## src/rtl/if_inst_buf.sv

```systemverilog
// if_inst_buf: circular {pc, inst} FIFO between fetch and decode.
// A redirect flush empties it so stale instructions never reach decode.
module if_inst_buf #(
  parameter int DEPTH = 4,
  parameter int AW = 2,
  parameter int XLEN = 32
) (
  input  logic            clk,
  input  logic            rst_n,
  input  logic            flush_i,
  input  logic            in_valid_i,
  input  logic [XLEN-1:0] in_pc_i,
  input  logic [XLEN-1:0] in_inst_i,
  output logic            in_ready_o,
  output logic            out_valid_o,
  output logic [XLEN-1:0] out_pc_o,
  output logic [XLEN-1:0] out_inst_o,
  input  logic            out_ready_i,
  output logic [AW:0]     count_o
);
  logic [AW-1:0] wr_ptr, rd_ptr;
  logic [AW:0] count;
  logic [2*XLEN-1:0] mem [DEPTH];
  logic push, pop;
  assign in_ready_o = count != (AW+1)'(DEPTH);
  assign out_valid_o = count != '0;
  assign count_o = count;
  // rst_n gating keeps the unreset storage from being written while in reset
  assign push = in_valid_i & in_ready_o & ~flush_i & rst_n;
  assign pop = out_valid_o & out_ready_i & ~flush_i;
  assign {out_pc_o, out_inst_o} = out_valid_o ? mem[rd_ptr] : '0;
  always_ff @(posedge clk or negedge rst_n)
    if (!rst_n) begin
      wr_ptr <= '0;
      rd_ptr <= '0;
      count <= '0;
    end else if (flush_i) begin
      wr_ptr <= '0;
      rd_ptr <= '0;
      count <= '0;
    end else begin
      wr_ptr <= wr_ptr + AW'(push);
      rd_ptr <= rd_ptr + AW'(pop);
      count <= count + (AW+1)'(push) - (AW+1)'(pop);
    end
  always_ff @(posedge clk)
    if (push) mem[wr_ptr] <= {in_pc_i, in_inst_i};
endmodule

```

## config.mk

```make
export PLATFORM = sky130hd
export DESIGN_NAME = if_inst_buf
export DESIGN_NICKNAME = d
export VERILOG_FILES = /design/src/rtl/if_inst_buf.sv
export SDC_FILE = /design/constraint.sdc
export NUM_CORES = 1
export LEC_CHECK = 0
export CORE_AREA = 3 3 136 138
export CTS_CLUSTER_SIZE = 16
export DETAILED_ROUTE_END_ITERATION = 6
export DIE_AREA = 0 0 139 141
export PLACE_DENSITY_LB_ADDON = 0.15
export SLEW_MARGIN = 20
export SYNTH_ARGS = -nofsm -noshare
export SYNTH_HDL_FRONTEND = slang
export SYNTH_SLANG_ARGS = --single-unit
```

## constraint.sdc

```tcl
create_clock -name clk -period 16.4 [get_ports clk]
set_clock_uncertainty 0.1 [all_clocks]
set_input_delay 3.28 -clock clk [delete_from_list [all_inputs] [get_ports clk]]
set_output_delay 3.28 -clock clk [all_outputs]
set_load 0.01 [all_outputs]
```

==> results.py, run 1 <==
metrics = {
    "run_status": {
        "outcome": "completed",
    },
    "timing": {
        "timing.fmax_mhz": 149,
        "max_slew_margin_pct": 36.6,
        "maxSlewViolCount": 0,
        "fin_crit_sh_pct": 40.9,
        "rsz0062_at_grt": "no",
        "setup_violations": 0,
        "fin_crit_ns": 6.71,
        "hold_viol_final": 0,
        "worst_slew_pin_slew_ns": 0.951,
        "fin_ws_ns": 9.69,
        "fin_tns_setup_ns": 0,
    },
    "global_routing": {
        "grt_antenna_before_repair": 0,
        "grt_usage_pct": 19.0,
        "overflow": 0,
        "grt_pass1_wl_mm": 28.9,
        "grt_pass1_vias": 5052,
        "grt_max_degree": 67,
    },
    "floorplanning": {
        "core_area_um2": 17300,
        "chipWidth_um": 139,
        "dieArea_um2": 19600,
        "ios": 138,
        "die_h_um": 141,
        "placementRows": 48,
        "start_util_pct": 58.6,
    },
    "drt": {
        "drt_iter0_drc": 309,
        "avgViaCountPerCell": 5.65,
        "first_pass_iters": 4,
        "wirelength_mm": 18.4,
        "wl_per_cell_um": 22.1,
        "ant_nets": 0,
        "vias": 4695,
        "drc": 0,
    },
    "min_path": {
        "hp-start": "wr_ptr[1]",
        "hp-class": "flop to flop",
    },
    "place": {
        "post-dp-hpwl_mm": 10.3,
        "portBuffers": 137,
        "gp_congestion": 0.743,
        "post_dp_cell_area_um2": 11700,
        "post-place-ws_ns": 10.02,
    },
    "critical_path": {
        "endpoint_kind": "output port",
        "cp.arrival_ns": 3.33,
        "worstPathRequired_ns": 13.02,
        "crit_start": "rd_ptr[0]",
        "r2r-start": "count_o[1]",
        "start_kind": "flop",
        "cp_max_fo": 43,
        "path_class": "flop to output port",
    },
    "power": {
        "power.leakage_nw": 3.95,
        "max-vdd-ir-drop_v": 0.000184,
        "pwr_density_cell_nw_per_um2": 135,
    },
    "yosys": {
        "syn_area_um2": 10100,
        "synth_top_family_by_area": "multiplexers",
        "synth_seq_cells": 263,
        "synthesis.nets": 514,
        "ys_seq_area_share_pct": 77.5,
        "avgSynthCellArea_um2": 23.0,
        "ys_types": 24,
        "synth_compound_area_share_pct": 0,
        "yosysWarnings": 0,
        "synth-xor-area-share_pct": 0.395,
        "synth.area.mux_share_pct": 14.4,
        "synthSimpleGateAreaFrac_pct": 5.01,
        "synth_fa_ha_area_share_pct": 0.691,
        "synthCells": 440,
    },
    "finish": {
        "layout-drive-gt1-share_pct": 17.5,
        "fin_area_um2": 12500,
        "area_growth_pct": 22.8,
        "diodes": 0,
        "fill_cells": 1034,
        "fin_util_pct": 72.0,
        "nNetsFinal": 663,
    },
    "cts": {
        "clk_path_buf_depth": 3,
        "clk_latency_ns": 0.50,
        "htree_levels": 1,
        "cts_tree": "done",
        "cts_buffers": 25,
        "postCtsSetupRepairBufs": 0,
        "cts-resized-gates": 0,
        "path_clk_slew_ns": 0.06,
        "ctsHoldBuffers": 0,
        "cts_sinks": 263,
        "cts_root_buf": "clkbuf_16",
    },
    "job": {
        "cap_violations": 0,
    },
}
## sequential cells by signal (all words and copies together) (netlist names)
| signal | flops |
|---|---|
| wr_ptr | 2 |
| rd_ptr | 2 |
| count_o | 3 |
| mem | 256 |
## layer usage
metal / routed length, um / track usage [%]
met1: 7740 / 27.0
met2: 9100 / 30.6
met3: 1250 / 4.85
met4: 300 / 4.48
met5: 0 / 0
## metrics by stage
| stage | power [mW] | hold WS [ns] | instances |
|---|---|---|---|
| after floorplan | 0.977 | 0.448 | 440 |
| final | 1.68 | 0.575 | 831 |
| after global routing | 1.75 | 0.604 | 831 |
| after CTS | 1.70 | 0.578 | 831 |
| after detailed placement | 1.16 | 0.569 | 787 |
| after global placement | 1.16 | 0.526 | 787 |
## where the power goes
group          total, mW  internal, mW  switching, mW
logic              0.372         0.214          0.158
clock network      0.540         0.317          0.223
registers          0.770         0.755         0.0158
total               1.68          1.29          0.397
## cells in the mapped netlist
| master | number | area, um^2 |
|---|---|---|
| edfxtp_1 | 256 | 7690 |
| and2_1 | 64 | 400 |
| mux4_2 | 60 | 1350 |
| buf_2 | 7 | 35.0 |
| clkbuf_1 | 7 | 26.3 |
| dfrtp_1 | 7 | 175 |
| buf_12 | 6 | 120 |
| nor2_1 | 5 | 18.8 |
| ha_1 | 4 | 50.1 |
| mux4_1 | 4 | 105 |
| inv_1 | 3 | 11.3 |
| nor2b_1 | 3 | 18.8 |
| nor4b_1 | 2 | 17.5 |
| xnor2_1 | 2 | 17.5 |
| and3b_1 | 1 | 8.76 |
| buf_6 | 1 | 11.3 |
| fa_1 | 1 | 20.0 |
| nand3b_1 | 1 | 7.51 |
| nor3b_1 | 1 | 7.51 |
| nor4_1 | 1 | 6.26 |
| nor4bb_1 | 1 | 10.0 |
| or2_2 | 1 | 6.26 |
| or3_1 | 1 | 6.26 |
| xnor3_1 | 1 | 22.5 |
## placed cells by master, fill, tap and decap left out, types with 3 or more instances in the layout
cell type          n
mux4_1             4
dfrtp_1            5
ha_1               4
clkbuf_1          10
mux4_2            60
clkinv_2           4
and2_1            64
buf_4              6
edfxtp_1         256
clkbuf_16         25
clkdlybuf4s50_1  137
inv_1              3
nor2b_1            3
nor2_1             5
## worst paths after layout
| path | end | slack (ns) | cells after the start |
|---|---|---|---|
| max | out_inst_o[1] | 9.69 | 4 |
| min | wr_ptr[1] | 0.58 | 2 |
| max reg2reg | count_o[2] | 13.49 | 9 |
| min reg2reg | wr_ptr[1] | 0.58 | 2 |
| max in group asynchronous | rd_ptr[0] | 12.97 | 1 |
| min in group asynchronous | count_o[2] | 2.95 | 1 |
## critical path, cell delays in order, from the launching register on
cell             delay (ns)
dfrtp_4                0.72
buf_4                  0.75
mux4_1                 0.66
and2_1                 0.18
clkdlybuf4s50_1        0.47
## area by class of cell
class	instances	area, um^2	share of cell area (%)
clock inverter	8	87.6	0.703
timing repair buffer	143	1420	11.4
multi-input combinational	153	2110	17.0
tap	225	282	2.26
sequential	263	7870	63.2
clock buffer	36	677	5.43
inverter	3	11.3	0.0904
## kinds of logic after synthesis
group	after synthesis
XOR/XNOR	3
multiplexers	64
flip-flops	263
buffers and inverters	24
adder cells (fa/ha/maj)	5
AND/OR/NAND/NOR	81
No activity file was read; power rests on OpenSTA's default activity.
==> run 2, diff against run 1 <==
--- a/config.mk
+++ b/config.mk
@@ -5,10 +5,10 @@
 export SDC_FILE = /design/constraint.sdc
 export NUM_CORES = 1
 export LEC_CHECK = 0
-export CORE_AREA = 3 3 136 138
+export CORE_AREA = 3 3 148 150
 export CTS_CLUSTER_SIZE = 16
 export DETAILED_ROUTE_END_ITERATION = 6
-export DIE_AREA = 0 0 139 141
+export DIE_AREA = 0 0 151 153
 export PLACE_DENSITY_LB_ADDON = 0.15
 export SLEW_MARGIN = 20
 export SYNTH_ARGS = -nofsm -noshare
==> constraint.sdc (replaced) <==
create_clock -name clk -period 5.84 [get_ports clk]
set_clock_uncertainty 0.1 [all_clocks]
set_input_delay 1.168 -clock clk [delete_from_list [all_inputs] [get_ports clk]]
set_output_delay 1.168 -clock clk [all_outputs]
set_load 0.01 [all_outputs]
==> run 2 against run 1 <==
  * First-iteration DRC count shrank 17%
  * Die area grew 18%
  * Cell area rose by 1.2%
  * Critical path type unchanged
  * Largest power group unchanged
==> results.py, run 2 (synthesis gave the netlist of run 1 again) <==
metrics = {
    "place": {
        "post-dp-hpwl_mm": 10.3,
        "gp_congestion": 0.691,
        "portBuffers": 137,
        "post_dp_cell_area_um2": 11800,
        "post-place-ws_ns": 1.83,
    },
    "drt": {
        "drc": 0,
        "first_pass_iters": 4,
        "wirelength_mm": 18.5,
        "ant_nets": 0,
        "avgViaCountPerCell": 5.34,
        "drt_iter0_drc": 255,
        "vias": 4751,
        "wl_per_cell_um": 20.8,
    },
    "finish": {
        "diodes": 0,
        "layout_common_cells": "256 x edfxtp_1, 137 x clkdlybuf4s50_1, 64 x and2_1",
        "layout-drive-gt1-share_pct": 18.7,
        "top_register": "mem",
        "final_common_cell": "edfxtp_1",
        "largest_register_ffs": 256,
        "fill_cells": 1549,
        "nNetsFinal": 669,
        "fin_area_um2": 12600,
        "area_growth_pct": 24.3,
    },
    "global_routing": {
        "grt_max_degree": 66,
        "grt_pass1_wl_mm": 28.8,
        "grt_usage_pct": 16.2,
        "grt_pass1_vias": 5167,
        "overflow": 0,
        "grt_antenna_before_repair": 1,
    },
    "floorplanning": {
        "ios": 138,
        "dieArea_um2": 23100,
        "core_area_um2": 20800,
        "placementRows": 53,
        "die_h_um": 153,
        "chipWidth_um": 151,
        "start_util_pct": 48.7,
    },
    "power": {
        "comb_power_share_pct": 22.2,
        "seq_power_share_pct": 45.4,
        "internal-power_mw": 3.62,
        "pwr_density_cell_nw_per_um2": 378,
        "power.leakage_nw": 4.00,
        "switching_share_pct": 24.0,
        "power_mw": 4.76,
        "switchingPower_mw": 1.14,
        "pwr-share-clk_pct": 32.4,
        "max-vdd-ir-drop_v": 0.000242,
    },
    "critical_path": {
        "crit_family": "buffers and inverters",
        "worstPathRequired_ns": 4.57,
        "cpMaxStageDelayCell": "dfrtp_4",
        "cp.arrival_ns": 2.96,
        "endpoint_kind": "output port",
        "cp_max_fo": 31,
        "critPathMaxStageDelay_ns": 0.70,
        "crit_chain": "buf_16 > buf_4 > mux4_2 > and2_1 > clkdlybuf4s50_1",
        "start_kind": "flop",
        "path_class": "flop to output port",
        "path_buf_inv": 3,
    },
    "cts": {
        "postCtsSetupRepairBufs": 0,
        "clk_path_buf_depth": 3,
        "ctsHoldBuffers": 0,
        "path_clk_slew_ns": 0.06,
        "cts_buffers": 27,
        "cts_sinks": 263,
        "cts_root_buf": "clkbuf_16",
        "htree_levels": 1,
        "clk_latency_ns": 0.51,
        "cts_tree": "done",
        "cts-resized-gates": 0,
    },
    "timing": {
        "fin_ws_ns": 1.61,
        "rsz0062_at_grt": "no",
        "fin_crit_ns": 4.23,
        "maxSlewViolCount": 0,
        "holdWs_ns": 0.564,
        "max_slew_margin_pct": 32.0,
        "timing.fmax_mhz": 236,
        "setup_violations": 0,
        "hold_viol_final": 0,
        "fin_crit_sh_pct": 72.4,
        "worst_slew_pin_slew_ns": 1.02,
    },
    "job": {
        "cap_violations": 0,
    },
    "min_path": {
        "hp-class": "flop to flop",
    },
    "run_status": {
        "outcome": "completed",
    },
}
==> run 2: layer usage <==
layer | GRT usage [%] | vias up | wire [um]
met5 | 0 | - | 9
met4 | 3.63 | 2 | 386
met3 | 3.97 | 32 | 1200
met2 | 27.0 | 125 | 9060
met1 | 22.0 | 2480 | 7850
li1 | - | 2112 | -
==> run 2: tightest hold or removal path: stages, from the launching register on <==
cell and delay, ns:
dfrtp_1 0.44, xnor2_1 0.10, nor2_1 0.09
==> run 2: path summary, 6_finish.rpt <==
kind | cells after the start | slack (ns) | to | startpoint
min in group asynchronous | 1 | 0.83 | count_o[0] | rst_n
max in group asynchronous | 1 | 4.53 | rd_ptr[1] | rst_n
worst min-delay path | 2 | 0.56 | wr_ptr[1] | wr_ptr[1]
worst max-delay path | 5 | 1.61 | out_pc_o[5] | rd_ptr[0]
worst min register to register | 2 | 0.56 | wr_ptr[1] | wr_ptr[1]
worst max register to register | 10 | 2.57 | count_o[2] | count_o[1]
==> run 2: power by group through the flow <==
stage	clock network [mW]	logic, mW	registers, mW
2_1_floorplan	0	0.563	2.18
3_3_place_gp	0	1.04	2.23
3_5_place_dp	0	1.04	2.23
4_1_cts	1.59	1.04	2.19
5_1_grt	1.66	1.14	2.17
6_report	1.54	1.06	2.16
==> run 2: cell type report <==
class | instances | area, um^2 | share of cell area (%)
repair buffers | 147 | 1470 | 11.6
multi-input cells | 153 | 2110 | 16.8
flip-flops and latches | 263 | 7870 | 62.5
clock buffers | 33 | 698 | 5.54
clock inverters | 15 | 96.3 | 0.765
inverters | 3 | 11.3 | 0.0894
well taps | 275 | 344 | 2.73
==> run 2: through the flow <==
stage / utilization (%) / cells / TNS [ns]
final: 60.5 / 889 / 0
after global routing: 60.5 / 889 / 0
after CTS: 60.4 / 888 / 0
after detailed placement: 56.5 / 840 / 0
after global placement: 56.5 / 840 / 0
after floorplan: - / 440 / -689.53
